### src/rtl/seq_adder_mc.sv
// Multi-cycle adder/subtractor: adds CHUNK bits per cycle with the carry
// held in a register between steps, then publishes sum and flags.
//
// state | meaning
// IDLE  | waiting for start_i, ready_o=1
// BUSY  | adding chunk k_q, ready_o=0
// DONE  | result just loaded, valid_o=1, may accept a new start
module seq_adder_mc #(
   parameter int WIDTH = 32,
   parameter int CHUNK = 8
) (
   input  logic             clk_i,
   input  logic             rst_i,
   input  logic             start_i,
   input  logic             sub_i,
   input  logic [WIDTH-1:0] src1_i,
   input  logic [WIDTH-1:0] src2_i,
   output logic             ready_o,
   output logic             valid_o,
   output logic [WIDTH-1:0] sum_o,
   output logic             cout_o,
   output logic             ovf_o,
   output logic             zero_o
);

   localparam int STEPS = WIDTH / CHUNK;
   localparam int KW    = (STEPS > 1) ? $clog2(STEPS) : 1;
   localparam logic [KW-1:0] K_LAST = KW'(STEPS - 1);

   typedef enum logic [1:0] {S_IDLE, S_BUSY, S_DONE} state_t;

   state_t           state;
   state_t           state_nxt;
   logic [WIDTH-1:0] a_q;
   logic [WIDTH-1:0] b_q;
   logic [WIDTH-1:0] partial_q;
   logic [WIDTH-1:0] partial_nxt;
   logic             c_q;
   logic [KW-1:0]    k_q;
   logic [CHUNK:0]   step_sum;
   logic             accept;
   logic             last_step;

   assign ready_o   = (state != S_BUSY);
   assign valid_o   = (state == S_DONE);
   assign accept    = start_i && ready_o;
   assign last_step = (state == S_BUSY) && (k_q == K_LAST);

   // State register.
   always_ff @(posedge clk_i or negedge rst_i) begin
      if (!rst_i) state <= S_IDLE;
      else        state <= state_nxt;
   end

   // Next-state logic; a start in DONE chains straight into BUSY.
   always_comb begin
      state_nxt = state;
      case (state)
         S_IDLE:  if (start_i) state_nxt = S_BUSY;
         S_BUSY:  if (k_q == K_LAST) state_nxt = S_DONE;
         S_DONE:  state_nxt = start_i ? S_BUSY : S_IDLE;
         default: state_nxt = S_IDLE;
      endcase
   end

   // One chunk of the ripple add, merged into the running partial sum.
   always_comb begin
      step_sum = {1'b0, a_q[k_q*CHUNK +: CHUNK]}
               + {1'b0, b_q[k_q*CHUNK +: CHUNK]}
               + {{CHUNK{1'b0}}, c_q};
      partial_nxt = partial_q;
      partial_nxt[k_q*CHUNK +: CHUNK] = step_sum[CHUNK-1:0];
   end

   // Operand capture and per-step accumulation; subtraction is A + ~B + 1.
   always_ff @(posedge clk_i or negedge rst_i) begin
      if (!rst_i) begin
         a_q       <= '0;
         b_q       <= '0;
         partial_q <= '0;
         c_q       <= 1'b0;
         k_q       <= '0;
      end else if (accept) begin
         a_q       <= src1_i;
         b_q       <= sub_i ? ~src2_i : src2_i;
         partial_q <= '0;
         c_q       <= sub_i;
         k_q       <= '0;
      end else if (state == S_BUSY) begin
         partial_q <= partial_nxt;
         c_q       <= step_sum[CHUNK];
         k_q       <= (k_q == K_LAST) ? '0 : k_q + KW'(1);
      end
   end

   // Result registers change only when DONE is entered, so partials never leak.
   always_ff @(posedge clk_i or negedge rst_i) begin
      if (!rst_i) begin
         sum_o  <= '0;
         cout_o <= 1'b0;
         ovf_o  <= 1'b0;
         zero_o <= 1'b0;
      end else if (last_step) begin
         sum_o  <= partial_nxt;
         cout_o <= step_sum[CHUNK];
         ovf_o  <= (a_q[WIDTH-1] == b_q[WIDTH-1]) && (partial_nxt[WIDTH-1] != a_q[WIDTH-1]);
         zero_o <= (partial_nxt == '0);
      end
   end

endmodule

### config.mk
export PLATFORM = sky130hd
export DESIGN_NAME = seq_adder_mc
export DESIGN_NICKNAME = d
export VERILOG_FILES = /design/src/rtl/seq_adder_mc.sv
export SDC_FILE = /design/constraint.sdc
export NUM_CORES = 1
export LEC_CHECK = 0
export BUFFER_PORTS_ARGS = -buffer_cell sky130_fd_sc_hd__buf_4
export CAP_MARGIN = 20
export CORE_AREA = 10 10 149 151
export DETAILED_ROUTE_END_ITERATION = 8
export DIE_AREA = 0 0 159 161
export PLACE_DENSITY = 0.62
export REMOVE_ABC_BUFFERS = 1
export SETUP_SLACK_MARGIN = 0.5
export SYNTH_ARGS = -nofsm -noshare
export SYNTH_HDL_FRONTEND = slang
export SYNTH_SLANG_ARGS = --single-unit
### constraint.sdc
create_clock -name clk_i -period 9.3 [get_ports clk_i]
set_input_delay 1.86 -clock clk_i [delete_from_list [all_inputs] [get_ports clk_i]]
set_output_delay 1.86 -clock clk_i [all_outputs]
set_load 0.01 [all_outputs]
==> results of run 1 <==
-- worst max-delay path by stage --
stage | from | to | slack [ps]
after floorplan | k_q[0] | zero_o | 5290
after global placement | k_q[1] | zero_o | 5240
after detailed placement | k_q[1] | zero_o | 5190
after CTS | k_q[1] | zero_o | 5190
after global routing | k_q[1] | zero_o | 4960
final | k_q[1] | zero_o | 5190
-- cells by family after synthesis --
kind of cell / after synthesis
DFF: 136
and+or+nand+nor: 240
xor gates and xnor gates: 36
AOI/OAI and AO/OA: 163
muxes: 19
buffers and inverters: 52
adders and majority gates: 15
-- cell usage after synthesis (2+ instances only) --
master | instances | area share
nand2_1 | 170 | 0.096
dfrtp_1 | 136 | 0.51
o21ai_0 | 64 | 0.048
a21oi_1 | 39 | 0.030
clkbuf_1 | 36 | 0.020
nor2b_1 | 34 | 0.032
xnor2_1 | 34 | 0.045
a22o_1 | 29 | 0.038
mux4_2 | 16 | 0.054
ha_1 | 13 | 0.025
inv_1 | 8 | 0.0045
nand3_1 | 6 | 0.0045
nor4_1 | 6 | 0.0057
o21ai_1 | 5 | 0.0038
a21o_1 | 4 | 0.0045
and2_1 | 4 | 0.0038
nor2_1 | 4 | 0.0023
buf_1 | 3 | 0.0017
mux2i_1 | 3 | 0.0045
nor3_1 | 3 | 0.0023
o22ai_1 | 3 | 0.0028
o31ai_1 | 3 | 0.0034
a211o_1 | 2 | 0.0026
a31oi_1 | 2 | 0.0019
and3_1 | 2 | 0.0019
buf_2 | 2 | 0.0015
buf_6 | 2 | 0.0034
fa_1 | 2 | 0.0061
o21a_1 | 2 | 0.0023
xor2_1 | 2 | 0.0026
-- layout make-up --
class                           count  area (um^2)  area share
Sequential cell                   136         3400       0.416
Multi-Input combinational cell    473         3010       0.367
Timing Repair Buffer              112          845       0.103
Clock buffer                       26          499      0.0610
Tap cell                          265          332      0.0405
Clock inverter                      3         65.1     0.00795
Inverter                            9         33.8     0.00413
-- state kept, by name, summed over array words and instances, names as in the netlist, 2 cells and up --
register,count
b_q,32
partial_q,32
k_q,2
state,2
sum_o,32
a_q,32
-- per-layer routing --
metal / wire length [um] / part of all wire / global-route usage / vias up
met4: 131 / 0.0079 / 0.0383 / 0
met5: 0 / 0 / 0 / -
met2: 7580 / 0.46 / 0.203 / 132
met3: 1040 / 0.063 / 0.0440 / 12
li1: - / - / - / 2455
met1: 7760 / 0.47 / 0.173 / 2320
-- power breakdown --
part	switching [mW]	internal, mW	total (mW)
logic	1.06	0.674	1.73
registers	0.169	0.838	1.01
clock network	0.233	0.418	0.652
total	1.46	1.93	3.39
-- critical path: stages (launching register included) --
cell and delay (ps):
dfrtp_1 890, mux4_2 430, fa_1 440, fa_1 410, a21o_1 200, a21o_1 210, a211o_1 330, a211oi_2 730
nand2_1 110, a32o_1 250
==> flow_summary.toml, run 1 <==
[status]
status = "complete, no violations"

[drt]
drtAntennaViolNets = 0
vias = 4919
vias_per_cell = 4.80
route.detailed.drc = 0
dr.pass1.iters = 4
drt_iter0_markers = 304
wl_per_cell_um = 16.1
drt_wl_total_um = 16500

[setup_path]
crit_arrival_ps = 4410
reg2reg_slack_ps = 5190
crit_required_ps = 9600
r2r_cells = 9
cp_max_fo = 20
r2r_end = "zero_o"
setup.worst_path.end_class = "flop"
worstReg2RegStart = "k_q[1]"
start_kind = "flop"
path_class = "reg -> reg"

[synthesis]
synth-xor-area-share = 0.0477
synth_edf_count = 0
yosys.area_share.simple = 0.165
synth_top_flop_cell = "dfrtp_1"
synth_top_family_by_area = "simple AND/OR/NAND/NOR gates"
synth_compound_area_frac = 0.151
synthCells = 661
synth.distinct_cells = 52
ys_ff_latch = 136
synthArstFlopShare = 1.00
yosysWarnings = 0
syn_area_um2 = 6620
ys_seq_area_frac = 0.514
avgSynthCellArea_um2 = 10.0
synthMuxAreaShare = 0.0590
synth-adder-area-share = 0.0306

[timing]
finalCritPeriodShare = 0.442
fmax_mhz = 243
slew_headroom = 0.322
setup_violations = 0
slew_violations = 0
fin_skew_ps = 8.57
fin_ws_ps = 5190
holdWs_ps = 467
hold_violations = 0
min_period_ps = 4110
rsz0062_at_grt = "no"
setup_tns_ps = 0
tightest_slew_ps = 1010

[floorplan]
io_pins = 105
die_y_um = 161
rows = 51
die_x_um = 159
coreArea_um2 = 19200
start_util = 0.344
die_area_um2 = 25600

[hold_path]
min_to = "a_q[21]"
hp-class = "reg -> reg"
hold_depth = 2
worstHoldStart = "a_q[21]"

[clocking]
postCtsSetupRepairBufs = 0
ctsRootBufferMaster = "clkbuf_16"
path_clk_slew_ps = 50
cts.repair.resized = 0
h-tree-depth = 4
cts_hold_buf = 0
clockBufferDepth = 2
cts_made_buffers = 17
cts_tree = "done"
cts.sinks = 136
clk_latency_ps = 410

[placement]
placed_cells = 994
placed_cell_area_um2 = 7610
place_hpwl_um = 11600
port_buffers = 104
routabilityCongestion = 0.769
place_ws_ps = 5190

[finish]
finish.utilization = 0.426
layout-drive-gt1-share = 0.216
layout_common_cells = "168 x nand2_1, 136 x dfrtp_1, 111 x buf_4"
layout_commonest_cell = "nand2_1"
fin_area_um2 = 8190
area_growth_pct = 23.7
num-fill-cells = 1900
instances_no_fill = 1024
n_antenna_cell = 0
nets = 832

[power_and_ir_drop]
power.total_mw = 3.39
p_leak_nw = 3.87
peakVddDrop_uv = 264
p_per_area_nw_per_um2 = 414

[grt]
gr-total-overflow = 0
grt_util_all_layers = 0.132
grt_max_degree = 97
antenna_found_initial = 0
grt_first_pass_wirelength_um = 27400
grt_pass1_vias = 5071

[job]
maxCapViolCount = 0
Note: power is estimated with default switching activity, not from simulation.
==> inputs of run 2 (changes only) <==
--- a/config.mk
+++ b/config.mk
@@ -10,7 +10,7 @@
 export CORE_AREA = 10 10 149 151
 export DETAILED_ROUTE_END_ITERATION = 8
 export DIE_AREA = 0 0 159 161
-export PLACE_DENSITY = 0.62
+export PLACE_DENSITY = 0.64
 export REMOVE_ABC_BUFFERS = 1
 export SETUP_SLACK_MARGIN = 0.5
 export SYNTH_ARGS = -nofsm -noshare
==> constraint.sdc (replaced) <==
create_clock -name clk_i -period 3.7 [get_ports clk_i]
set_input_delay 0.74 -clock clk_i [delete_from_list [all_inputs] [get_ports clk_i]]
set_output_delay 0.74 -clock clk_i [all_outputs]
set_load 0.01 [all_outputs]
==> flow_summary.toml, run 2 (synthesized netlist as in run 1, its figures left out) <==
[placement]
port_buffers = 104
routabilityCongestion = 0.809
place_hpwl_um = 12000

[timing]
holdWs_ps = 356
fin_skew_ps = 10.6
min_period_ps = 3160
setup_violations = 0
slew_headroom = 0.417
tightest_slew_ps = 875
slew_violations = 0
rsz0062_at_grt = "yes"
fmax_mhz = 317
hold_violations = 0
finalCritPeriodShare = 0.853

[power_and_ir_drop]
intPower_mw = 5.16
comb_power_share = 0.546
power.total_mw = 9.02
p_per_area_nw_per_um2 = 1080
power_frac_seq = 0.276
p_leak_nw = 3.94
peakVddDrop_uv = 579
sw_frac_of_total = 0.428
p_sw_mw = 3.86
clockPowerShare = 0.177

[setup_path]
r2r_cells = 10
worstReg2RegStart = "k_q[0]"
cp_max_fo = 8
crit_arrival_ps = 3500
critical_path.slowest_cell = "mux4_2"
crit_chain = "mux4_2 -> fa_2 -> fa_2 -> a21o_1 -> a21o_1 -> a211o_1 -> a211oi_2 -> buf_4 -> a21oi_1 -> o21ai_1"
setup.worst_path.end_class = "flop"
slowest_delay_ps = 530
crit_required_ps = 4040
start_kind = "flop"
r2r_end = "sum_o[14]"
reg2reg_slack_ps = 540
path_class = "reg -> reg"

[grt]
grt_max_degree = 97
antenna_found_initial = 0
grt_first_pass_wirelength_um = 27900
grt_pass1_vias = 5159
grt_util_all_layers = 0.134
gr-total-overflow = 0

[drt]
vias_per_cell = 4.71
drtAntennaViolNets = 0
dr.pass1.iters = 4
vias = 4907
dr_wl_met3_um = 864
top_layer = "met4"
drt_wl_total_um = 16900
wl_per_cell_um = 16.3
wl_met1_um = 8030
route.detailed.drc = 0
drt_iter0_markers = 319
dr_wl_met2_um = 7900

[clocking]
cts_hold_buf = 0
ctsRootBufferMaster = "clkbuf_16"
cts_made_buffers = 17
path_clk_slew_ps = 60
cts_tree = "done"
clk_latency_ps = 420
h-tree-depth = 4
clockBufferDepth = 2
cts.sinks = 136

[finish]
layout_common_cells = "168 x nand2_1, 135 x dfrtp_1, 123 x buf_4"
area_growth_pct = 26.0
layout_commonest_cell = "nand2_1"
n_antenna_cell = 0
layout-drive-gt1-share = 0.249
nets = 846

[status]
status = "complete, no violations"

[job]
maxCapViolCount = 0

[floorplan]
die_y_um = 161
coreArea_um2 = 19200
start_util = 0.344
die_x_um = 159
io_pins = 105
rows = 51
die_area_um2 = 25600

[hold_path]
hp-class = "in -> async"
run 2: cell types whose count changed in the layout (fill, tap and decap cells not counted), sizes merged:
| cell | before | now |
|---|---|---|
| buf | 112 | 126 |
| bufinv | 2 | 1 |
| clkbuf | 26 | 19 |
| clkinv | 1 | 6 |
| clkinvlp | 0 | 6 |
run 2: how the worst max path moves through the flow:
stage / start / slack, ps / cells after the start / end
2_1_floorplan: k_q[0] / -310 / 9 / zero_o
3_3_place_gp: k_q[0] / 310 / 10 / sum_o[6]
3_5_place_dp: k_q[0] / 240 / 10 / sum_o[6]
4_1_cts: k_q[0] / 510 / 10 / sum_o[14]
5_1_grt: k_q[0] / 400 / 10 / ovf_o
6_report: k_q[0] / 540 / 10 / sum_o[14]
run 2: power by group through the flow:
stage	Sequential [mW]	Clock [mW]	Combinational, mW
2_1_floorplan	2.52	0	2.73
3_3_place_gp	2.51	0	4.51
3_5_place_dp	2.52	0	4.56
4_1_cts	2.50	1.63	4.69
5_1_grt	2.58	1.70	5.40
6_report	2.49	1.60	4.93
run 2: cell type report:
type	instances	area, um^2
tap	265	332
multi-input combinational	473	3030
clock buffer	19	453
timing repair buffer	126	975
sequential	136	3400
clock inverter	13	105
fill	1908	10900
inverter	9	33.8
run 2: worst max-delay path: cells and delay by family, from the launching register on:
kind	cells	cell delay (ps)
muxes	1	530
AOI/OAI and AO/OA	6	1150
buffers and inverters	1	230
adders and majority gates	2	750
DFF	1	420
run 2: repair_timing:
action                                 in CTS  in global routing
pin swaps                                   3                  1
resized for setup                           7                  1
setup endpoints to repair                  13                 12
endpoints found under the hold margin       0                  0
setup buffers                               1                  5
run 2: through the flow:
step                      cell area [um^2]  setup TNS [ps]  worst slack (ps)  cells  utilization
after detailed placement              7690               0               236   1003        0.401
after floorplan                       6440           -1700              -307    618            -
final                                 8330               0               544   1041        0.434
after global routing                  8330               0               400   1041        0.434
after global placement                7690               0               308   1003        0.401
after CTS                             8280               0               513   1036        0.431
run 2: per-layer routing:
layer / vias up / GRT usage
met3: 14 / 0.0394
met5: - / 0
met4: 0 / 0.0329
met2: 118 / 0.214
met1: 2289 / 0.175
li1: 2486 / -
==> inputs of run 3 (changes only) <==
--- a/config.mk
+++ b/config.mk
@@ -11,6 +11,7 @@
 export DETAILED_ROUTE_END_ITERATION = 8
 export DIE_AREA = 0 0 159 161
 export PLACE_DENSITY = 0.64
+export RECOVER_POWER = 50
 export REMOVE_ABC_BUFFERS = 1
 export SETUP_SLACK_MARGIN = 0.5
 export SYNTH_ARGS = -nofsm -noshare
==> flow_summary.toml, run 3 (synthesized netlist as in run 1, its figures left out) <==
[timing]
tightest_slew_ps = 2080
fin_ws_ps = 477
fin_skew_ps = 9.34
rsz0062_at_grt = "yes"
setup_violations = 0
hold_violations = 0
fmax_mhz = 310
finalCritPeriodShare = 0.871
slew_headroom = -0.389
slew_violations = 81
min_period_ps = 3220

[floorplan]
coreArea_um2 = 19200
die_area_um2 = 25600
io_pins = 105
die_y_um = 161
die_x_um = 159
rows = 51
start_util = 0.344

[clocking]
path_clk_slew_ps = 60
clockBufferDepth = 2
cts_tree = "done"
cts.sinks = 136
cts_made_buffers = 17
h-tree-depth = 4
clk_latency_ps = 420
ctsRootBufferMaster = "clkbuf_16"

[finish]
num-fill-cells = 1917
area_growth_pct = 24.9
layout_common_cells = "168 x nand2_1, 136 x dfrtp_1, 107 x buf_4"
seq_area_um2 = 3400
nets = 846
layout_commonest_cell = "nand2_1"
n_antenna_cell = 0
multi_input_area_um2 = 3030
fin_area_um2 = 8270
layout-drive-gt1-share = 0.226

[grt]
grt_max_degree = 97
grt_pass1_vias = 5159
grt_first_pass_wirelength_um = 27900
grt_util_all_layers = 0.134
antenna_found_initial = 0
gr-total-overflow = 0

[power_and_ir_drop]
clockPowerShare = 0.179
p_sw_mw = 3.83
sw_frac_of_total = 0.429
p_per_area_nw_per_um2 = 1080
p_leak_nw = 3.88
comb_power_share = 0.542
power.total_mw = 8.94
intPower_mw = 5.11
peakVddDrop_uv = 572
power_frac_seq = 0.278

[placement]
place_ws_ps = 236
placed_cell_area_um2 = 7690
place_hpwl_um = 12000
routabilityCongestion = 0.809
port_buffers = 104

[status]
status = "finished with violations"
violations = "capacitance limit, slew limit"

[hold_path]
hp-class = "reg -> reg"
hold_depth = 2
min_to = "a_q[29]"
worstHoldStart = "a_q[29]"

[setup_path]
setup.worst_path.end_class = "flop"
crit_arrival_ps = 3560
path_class = "reg -> reg"
reg2reg_slack_ps = 480
cp_max_fo = 8
crit_required_ps = 4040
r2r_cells = 10
worstReg2RegStart = "k_q[0]"
start_kind = "flop"
r2r_end = "sum_o[14]"

[drt]
drt_wl_total_um = 17000
route.detailed.drc = 0
drt_iter0_markers = 340
vias = 4919
dr.pass1.iters = 4
drtAntennaViolNets = 0
wl_per_cell_um = 16.3
vias_per_cell = 4.73

[job]
maxCapViolCount = 1
## run 3: changes by cell type in the layout (fill, tap and decap cells not counted), sizes merged
cell / before / now
clkbuf: 19 / 36
buf: 126 / 109
## run 3: area by class of cell
cell class | instances | share of cell area
Multi-Input combinational cell | 473 | 0.367
Clock buffer | 19 | 0.0548
Inverter | 9 | 0.00409
Sequential cell | 136 | 0.412
Timing Repair Buffer | 126 | 0.110
Clock inverter | 13 | 0.0127
Tap cell | 265 | 0.0401
## run 3: critical path: stages (launching register included)
cell and delay, ps:
dfrtp_1 460, mux4_2 550, fa_2 390, fa_2 360, a21o_1 180, a21o_1 190
a211o_1 290, a211oi_2 280, buf_4 230, a21oi_1 70, o21ai_1 140
## run 3: worst max path at each step
stage	cells past startpoint	end	startpoint
after detailed placement	10	sum_o[6]	k_q[0]
after floorplan	9	zero_o	k_q[0]
after global routing	10	ovf_o	k_q[0]
final	10	sum_o[14]	k_q[0]
after CTS	10	sum_o[14]	k_q[0]
after global placement	10	sum_o[6]	k_q[0]
## run 3: through the flow
step	setup TNS (ps)	cells	utilization	hold slack, ps
finish	0	1041	0.430	470
global route	0	1041	0.430	498
CTS	0	1036	0.431	401
detailed placement	0	1003	0.401	461
global placement	0	1003	0.401	455
floorplan	-1700	618	-	440
## run 3: metal layers
layer	share of wire	global-route usage
met1	0.47	0.175
met5	0	0
met4	0.0094	0.0329
met2	0.47	0.214
met3	0.053	0.0394
## run 3: power by group through the flow
stage	clock network, mW	logic (mW)	registers [mW]
2_1_floorplan	0	2.73	2.52
3_3_place_gp	0	4.51	2.51
3_5_place_dp	0	4.56	2.52
4_1_cts	1.63	4.69	2.50
5_1_grt	1.70	5.34	2.58
6_report	1.60	4.85	2.49
## run 3: repair_timing
item / CTS / global route
gates resized for setup: 7 / 1
pin swaps: 3 / 1
buffers inserted: 1 / 5
endpoints found under the setup margin: 13 / 12
hold buffers: 0 / 0
